## config.mk

```make
export PLATFORM = sky130hd
export DESIGN_NAME = dcache_ctrl
export DESIGN_NICKNAME = d
export VERILOG_FILES = /design/src/rtl/dcache_ctrl.sv
export SDC_FILE = /design/constraint.sdc
export NUM_CORES = 1
export LEC_CHECK = 0
export ABC_CLOCK_PERIOD_IN_PS = 4450
export BUFFER_PORTS_ARGS = -buffer_cell sky130_fd_sc_hd__buf_2
export CELL_PAD_IN_SITES_DETAIL_PLACEMENT = 1
export CELL_PAD_IN_SITES_GLOBAL_PLACEMENT = 1
export CORE_AREA = 3 3 318 320
export DETAILED_ROUTE_END_ITERATION = 7
export DIE_AREA = 0 0 321 323
export PLACE_DENSITY_LB_ADDON = 0.1
export SETUP_SLACK_MARGIN = 0.05
export SLEW_MARGIN = 15
export SYNTH_ARGS = -nofsm -noshare
export SYNTH_HDL_FRONTEND = slang
export SYNTH_SLANG_ARGS = --single-unit
```

## constraint.sdc

```tcl
create_clock -name CLK -period 4.45 [get_ports CLK]
set_clock_uncertainty 0.15 [all_clocks]
set_input_delay 0.6675 -clock CLK [delete_from_list [all_inputs] [get_ports CLK]]
set_output_delay 0.6675 -clock CLK [all_outputs]
set_load 0.02 [all_outputs]
```

## src/rtl/dcache_ctrl.sv

```systemverilog
// Direct-mapped, write-through, no-write-allocate data cache between the memory stage and data memory.
// Memory handshake: MEM_REQ/MEM_WE/MEM_ADDR/MEM_WDATA hold steady until the one-cycle MEM_ACK; MEM_ACK with MEM_REQ low is ignored.
module dcache_ctrl #(
  parameter int NLINES = 8,
  parameter int WORDS  = 4,
  parameter int AW     = 12
) (
  input  logic          CLK,
  input  logic          RST,
  input  logic          MemLD,
  input  logic          MemWE,
  input  logic [AW-1:0] ADDR,
  input  logic [31:0]   WDATA,
  output logic [31:0]   RDATA,
  output logic          stall,
  output logic          MEM_REQ,
  output logic          MEM_WE,
  output logic [AW-1:0] MEM_ADDR,
  output logic [31:0]   MEM_WDATA,
  input  logic [31:0]   MEM_RDATA,
  input  logic          MEM_ACK,
  output logic [31:0]   HITS,
  output logic [31:0]   MISSES,
  output logic [1:0]    dbg_state
);

  localparam int OW = $clog2(WORDS);
  localparam int IW = $clog2(NLINES);
  localparam int TW = AW - OW - IW - 2;

  typedef enum logic [1:0] {
    IDLE  = 2'd0,
    FILL  = 2'd1,
    WRITE = 2'd2
  } state_t;

  state_t state, state_nx;

  logic [31:0]       data_arr [NLINES][WORDS];
  logic [TW-1:0]     tag_arr  [NLINES];
  logic [NLINES-1:0] valid;
  logic [OW-1:0]     cnt;
  logic              refill_flag;

  logic [OW-1:0] offset;
  logic [IW-1:0] index;
  logic [TW-1:0] tag;
  logic [IW-1:0] fill_idx;
  logic [TW-1:0] fill_tag;
  logic          hit;
  logic          ack;
  logic          fill_last;
  logic          ld_hit;
  logic          ld_miss;
  logic          st_req;

  assign offset    = ADDR[OW+1:2];
  assign index     = ADDR[OW+IW+1:OW+2];
  assign tag       = ADDR[AW-1:OW+IW+2];
  // During a refill the line being filled is identified by the outstanding memory address.
  assign fill_idx  = MEM_ADDR[OW+IW+1:OW+2];
  assign fill_tag  = MEM_ADDR[AW-1:OW+IW+2];
  assign hit       = valid[index] && (tag_arr[index] == tag);
  assign ack       = MEM_ACK && MEM_REQ;
  assign fill_last = (cnt == OW'(WORDS - 1));
  assign dbg_state = state;

  always_comb begin
    state_nx = state;
    stall    = 1'b0;
    RDATA    = '0;
    ld_hit   = 1'b0;
    ld_miss  = 1'b0;
    st_req   = 1'b0;
    if (!RST) begin
      case (state)
        IDLE: begin
          if (MemWE) begin
            stall    = 1'b1;
            st_req   = 1'b1;
            state_nx = WRITE;
          end else if (MemLD) begin
            if (hit) begin
              RDATA  = data_arr[index][offset];
              ld_hit = 1'b1;
            end else begin
              stall    = 1'b1;
              ld_miss  = 1'b1;
              state_nx = FILL;
            end
          end
        end
        FILL: begin
          stall = 1'b1;
          if (ack && fill_last) state_nx = IDLE;
        end
        WRITE: begin
          stall = !MEM_ACK;
          if (ack) state_nx = IDLE;
        end
        default: state_nx = IDLE;
      endcase
    end
  end

  always_ff @(posedge CLK) begin
    if (RST) state <= IDLE;
    else     state <= state_nx;
  end

  always_ff @(posedge CLK) begin
    if (RST) begin
      valid       <= '0;
      MEM_REQ     <= 1'b0;
      MEM_WE      <= 1'b0;
      MEM_ADDR    <= '0;
      MEM_WDATA   <= '0;
      HITS        <= '0;
      MISSES      <= '0;
      refill_flag <= 1'b0;
      cnt         <= '0;
    end else begin
      case (state)
        IDLE: begin
          if (st_req) begin
            MEM_REQ   <= 1'b1;
            MEM_WE    <= 1'b1;
            MEM_ADDR  <= {ADDR[AW-1:2], 2'b00};
            MEM_WDATA <= WDATA;
          end else if (ld_hit) begin
            // The first hit after a refill is the replayed miss, already counted.
            if (!refill_flag) HITS <= HITS + 32'd1;
            refill_flag <= 1'b0;
          end else if (ld_miss) begin
            MISSES   <= MISSES + 32'd1;
            MEM_REQ  <= 1'b1;
            MEM_WE   <= 1'b0;
            MEM_ADDR <= {ADDR[AW-1:OW+2], {(OW+2){1'b0}}};
            cnt      <= '0;
          end
        end
        FILL: begin
          if (ack) begin
            cnt      <= cnt + OW'(1);
            MEM_ADDR <= MEM_ADDR + AW'(4);
            if (fill_last) begin
              valid[fill_idx] <= 1'b1;
              MEM_REQ         <= 1'b0;
              refill_flag     <= 1'b1;
            end
          end
        end
        WRITE: begin
          if (ack) begin
            MEM_REQ <= 1'b0;
            MEM_WE  <= 1'b0;
          end
        end
        default: ;
      endcase
    end
  end

  // Storage arrays carry no reset; the valid bits alone decide what is usable.
  always_ff @(posedge CLK) begin
    if (!RST) begin
      if (st_req && hit) data_arr[index][offset] <= WDATA;
      if (state == FILL && ack) begin
        data_arr[fill_idx][cnt] <= MEM_RDATA;
        if (fill_last) tag_arr[fill_idx] <= fill_tag;
      end
    end
  end

endmodule

```

== Word-level counts from Yosys, hierarchy flattened ==
Memories as Yosys holds them, arrays and structs flattened.
Cells that the tools add are included.
Widths: inputs -> output; s select.

* Register bits: 123
* RAM bits: 1,064
* Output and inout port bits: 145
* Logic and storage cells: 146
* Memories kept: 2

* Add/subtract/negate cells: 4
* Order comparisons: 7
* Eq/ne operators: 16
* Mux-type cells: 77
* Bitwise logic cells: 6
* Reduce and logical (&&, ||, !) cells: 24

{| class="wikitable"
|+ Memories
! name !! depth !! bits a word !! rd ports !! clocked after memory_dff !! wr ports !! RTL line !! source
|-
| data_arr || 8 || 128 || 1 || 0 || 1 || 39 || <nowiki>logic [31:0] data_arr [NLINES][WORDS];</nowiki>
|-
| tag_arr || 8 || 5 || 1 || 0 || 1 || 40 || <nowiki>logic [TW-1:0] tag_arr [NLINES];</nowiki>
|}

{| class="wikitable"
|+ Operators with widths
! operator !! number
|-
| $mux 128 || 4
|-
| $mux 32 || 9
|-
| $demux 32 s2 || 2
|-
| $reduce_or 128->1 || 1
|-
| $add 32x1->32 const B || 2
|-
| $bmux 32 s2 || 1
|-
| $mux 12 || 4
|-
| $mux 1 || 38
|-
| $pmux 12 s2 || 1
|-
| $reduce_and 4->1 || 5
|-
| $mux 2 || 9
|-
| $ne 2x2->1 const B || 8
|-
| $add 12x3->12 const B || 1
|-
| $ne 3x3->1 const B || 4
|-
| $reduce_and 5->1 || 2
|-
| $logic_and 1x1->1 || 8
|-
| $lt 3x4->1 const B || 2
|-
| $or 8x8->8 || 1
|-
| $ge 3x3->1 const B || 2
|-
| $lt 3x1->1 const B || 2
|-
| $not 2->3 || 2
|-
| $pmux 1 s3 || 2
|-
| $pmux 2 s3 || 1
|-
| $reduce_and 6->1 || 1
|-
| other kinds (17) || 22
|}

== Logic depth before layout (Yosys ltp) ==
* Depth in word-level cells: 12
* Depth in mapped cells: 11

== Worst setup path before layout ==
Ideal clock, no wire load.

* Path kind: input -> register
* Start: input ADDR[4]
* End: memory data_arr[6][32] (netlist name) (enable)
* Library setup time: 0.421 ns
* Arrival time: 3.924 ns
* Required time: 3.879 ns
* Path slack: -0.046 ns
* Cell stages on the path: 9
* Buffers on the path: 2
* Cells stage by stage: buf_6 > buf_6 > mux2_1 > o22ai_2 > nor3_1 > nor4_2 > nand3_1 > o41a_1 > nor2_1

* Cells in the longest elaborated chain, start to end: 8

{| class="wikitable"
|+ Ends and longest elaborated chain
! what !! RTL line !! source
|-
| start, declared || 12 || <nowiki>input logic [AW-1:0] ADDR,</nowiki>
|-
| $mem_v2 8x5 or $bmux 1 s3 (tied branches) || n/a ||
|-
| $eq 5x5->1 or $mux 1 (tied branches) || 63 || <nowiki>assign hit = valid[index] && (tag_arr[index] == tag);</nowiki>
|-
| $logic_and 1x1->1 || 63 ||
|-
| $logic_and 1x1->1 || 167 || <nowiki>if (st_req && hit) data_arr[index][offset] <= WDATA;</nowiki>
|-
| $mux 1 || 167 ||
|-
| $mux 1 || 166 || <nowiki>if (!RST) begin</nowiki>
|-
| $mux 128 (implied by the code) || 167 ||
|-
| $mux 128 (no source line) || n/a ||
|-
| end, declared || 39 ||
|}

Several ways; a longest one is shown, not always the timed one. The select of a mux whose other input is x is not followed.

== Worst setup path after layout ==
* Start: input ADDR[6]
* End: output stall

* Cells in the longest elaborated chain, start to end: 8

{| class="wikitable"
|+ Ends and longest elaborated chain
! what !! RTL line !! source
|-
| $mem_v2 8x5 or $bmux 1 s3 (tied branches) || n/a ||
|-
| $eq 5x5->1 or $mux 1 (tied branches) || 63 ||
|-
| $logic_and 1x1->1 * || 63 ||
|-
| $mux 1 * || 83 || <nowiki>if (hit) begin</nowiki>
|-
| $mux 1 * || 82 || <nowiki>end else if (MemLD) begin</nowiki>
|-
| $mux 1 * || 78 || <nowiki>if (MemWE) begin</nowiki>
|-
| $pmux 1 s3 * || 76 || <nowiki>case (state)</nowiki>
|-
| $mux 1 * || 75 || <nowiki>if (!RST) begin</nowiki>
|-
| end, declared || 15 || <nowiki>output logic stall,</nowiki>
|}

Every way passes the cells marked *; elsewhere a longest branch is shown, timed or not. The select of a mux whose other input is x is not followed.

==> flow_summary.yaml <==
status:
  status: "finished clean"
floorplan:
  die_y_um: 323
  io_pins: 226
  start_util_pct: 47.9
  die-area_um2: 104000
  num_rows: 115
  fp.dieW_um: 321
  coreArea_um2: 98400
drt:
  drtIter0Drc: 2480
  drc_errors: 0
  postRouteAntennaNets: 0
  num_vias: 25771
  wirelength_um: 127000
  vias_per_cell: 6.11
  routedWlPerCell_um: 30.1
  dr.pass1.iters: 6
synthesis:
  seq_area_frac_synth_pct: 73.0
  synthesis.area_um2: 47100
  ys_async_sr_fraction_pct: 0
  synth.area.top_cells: "edfxtp_1, mux4_2, dfxtp_1, nand2_1, a21oi_1"
  syn_area_per_cell_um2: 18.8
  synth_cell_types: 73
  synth_edf_count: 1064
  synth_ff_type: "edfxtp_1"
  ys_ff_latch: 1185
  netlist.area_leader.share_pct: 67.8
  yosys_warnings: 0
  synth_cells: 2502
  yosysTopAreaCell: "edfxtp_1"
grt:
  grt_max_degree: 122
  grtUsageTotal_pct: 24.7
  grt_pass1_vias: 27225
  overflow: 0
  antenna_found_initial: 3
  grt_pass1_wl_um: 187000
sta:
  maxSlewViolCount: 0
  finalHoldViolCount: 0
  worst_pin_slew_ns: 1.04
  fin_crit_sh_pct: 94.4
  finalSetupTns_ns: 0
  finalSetupViolCount: 0
  rsz0062_at_grt: "no"
  period_minus_slack_ns: 4.20
  relSlewSlack_pct: 30.7
  fmax_ghz: 0.238
clock_tree:
  cts_hold_buffers: 0
  clk_latency_ns: 0.69
  post_cts_buffers: 0
  cts_tree: "yes"
  clock_path_buffers: 3
  cts.sinks: 1185
  h-tree-depth: 3
  clk_pin_slew_ns: 0.06
  cts_buffers: 120
  cts-root-buf: "clkbuf_16"
  ctsResizeCount: 1
critical_path:
  r2r_start: "cnt[0]$_SDFFE_PP0P_"
  reg2reg_to: "data_arr[5][3]$_DFFE_PP_"
  crit_type: "in2out"
  end_kind: "output pin"
  cp_max_fo: 33
  worstSetupStartpointType: "input port"
  reg2reg_depth: 8
  required_ns: 3.63
  regToRegSetupSlack_ns: 0.76
  cp.arrival_ns: 3.38
  crit_end: "stall"
  critPathLaunch: "ADDR[6]"
layout:
  final_cell_mix: "edfxtp_1, mux4_2, nand2_1"
  final_common_cell: "edfxtp_1"
  register_area_um2: 34400
  nFillCells: 8806
  multi_input_area_um2: 12300
  area_delta_synth_final_pct: 16.6
  design.final.nets: 2917
  drive_above_1_share_pct: 31.9
power:
  p_leak_nw: 18.2
  p_comb_share_pct: 6.2
  swShare_pct: 21.9
  p_seq_share_pct: 51.9
  power.switching_w: 0.00519
  finalPower_w: 0.0237
  power_density_nw_per_um2: 431
  internal_power_w: 0.0185
  ir_drop_v: 0.000345
  pwr-share-clk_pct: 41.9
min_path:
  hp-class: "in2reg"
  hp-start: "WDATA[12]"
place:
  portBuffers: 221
  dpl.hpwl_um: 75200
  gp_congestion: 0.786
flow_run:
  cap_viol_max_count: 0
[area by class of cell]
| cell class | count | area share [%] |
|---|---|---|
| sequential | 1185 | 62.6 |
| multi-input combinational | 1139 | 22.4 |
| clock buffer | 162 | 5.98 |
| timing repair buffer | 351 | 4.86 |
| tap | 1287 | 2.93 |
| clock inverter | 62 | 1.11 |
| inverter | 28 | 0.194 |
| antenna | 1 | 0.00455 |
[cells in the mapped netlist (all sizes together) (6+ instances only)]
| master | count |
|---|---|
| o31ai | 17 |
| dfxtp | 121 |
| edfxtp | 1064 |
| or2 | 18 |
| o311ai | 22 |
| ha | 11 |
| a21o | 11 |
| nor2b | 16 |
| nand3b | 6 |
| nor3 | 16 |
| nand2 | 250 |
| clkbuf | 100 |
| nor4 | 20 |
| nand3 | 31 |
| or3 | 10 |
| and3 | 9 |
| a31oi | 13 |
| nor2 | 92 |
| mux2 | 22 |
| a21oi | 76 |
| o211ai | 12 |
| o21ai | 15 |
| or4 | 24 |
| nand4 | 15 |
| inv | 27 |
| mux4 | 322 |
| mux2i | 32 |
| o41ai | 17 |
| buf | 51 |
[worst max-delay path, cell delays in order]
cell and delay, ns:
buf_4 0.14, buf_4 0.57, inv_1 0.18, mux2i_1 0.20, nor3_1 0.40, nand3_1 0.34, buf_4 0.31, a211oi_1 0.25
nor4_1 0.10, buf_2 0.20
[power by group through the flow]
stage / registers [W] / logic [W] / clock network [W]
2_1_floorplan: 0.0126 / 0.000881 / 0
3_3_place_gp: 0.0125 / 0.00142 / 0
3_5_place_dp: 0.0125 / 0.00147 / 0
4_1_cts: 0.0123 / 0.00148 / 0.0101
5_1_grt: 0.0123 / 0.00158 / 0.0106
6_report: 0.0123 / 0.00146 / 0.00993
[how the worst min path moves through the flow]
stage	end	slack [ns]	cells after the start
2_1_floorplan	valid[2]$_SDFFE_PP0P_	0.27	1
3_3_place_gp	valid[7]$_SDFFE_PP0P_	0.28	1
3_5_place_dp	valid[3]$_SDFFE_PP0P_	0.28	1
4_1_cts	MEM_WDATA[12]$_SDFFE_PP0P_	0.02	3
5_1_grt	MEM_WDATA[13]$_SDFFE_PP0P_	0.05	3
6_report	MEM_WDATA[12]$_SDFFE_PP0P_	0.07	3
[metal layers]
layer  vias up  track usage [%]  routed length, µm
met5         -                0                  0
met4         0             5.56               2290
met3       145             3.10               7840
met2       894             41.8              63800
met1     13863             34.6              53000
li1      10869                -                  -
[registers in the layout, summed over array words and instances (netlist names)]
name         cells
data_arr      1024
tag_arr         40
HITS            32
MEM_WDATA       32
MISSES          32
MEM_ADDR        10
valid            8
cnt              2
dbg_state        2
MEM_REQ          1
MEM_WE           1
refill_flag      1
[metrics by stage]
stage / hold WS, ns / cells / utilization, % / area [µm²] / worst slack, ns
finish: 0.0736 / 4215 / 55.8 / 54900 / 0.250
CTS: 0.0158 / 4214 / 55.8 / 54900 / 0.129
global placement: 0.279 / 3990 / 51.8 / 51000 / 0.195
floorplan: 0.271 / 2503 / - / 47100 / -0.0456
global route: 0.0479 / 4214 / 55.8 / 54900 / 0.0845
detailed placement: 0.285 / 3990 / 51.9 / 51000 / 0.160
[logic make-up after synthesis]
logic type                 share of synthesized area, %
AOI/OAI and AO/OA                                  3.29
xor gates and xnor gates                         0.0372
adders and majority gates                         0.292
buffers and inverters                              1.58
DFF                                                73.0
muxes                                              16.6
other                                           0.00796
and+or+nand+nor                                    5.23
(Power assumes the default switching activity.)
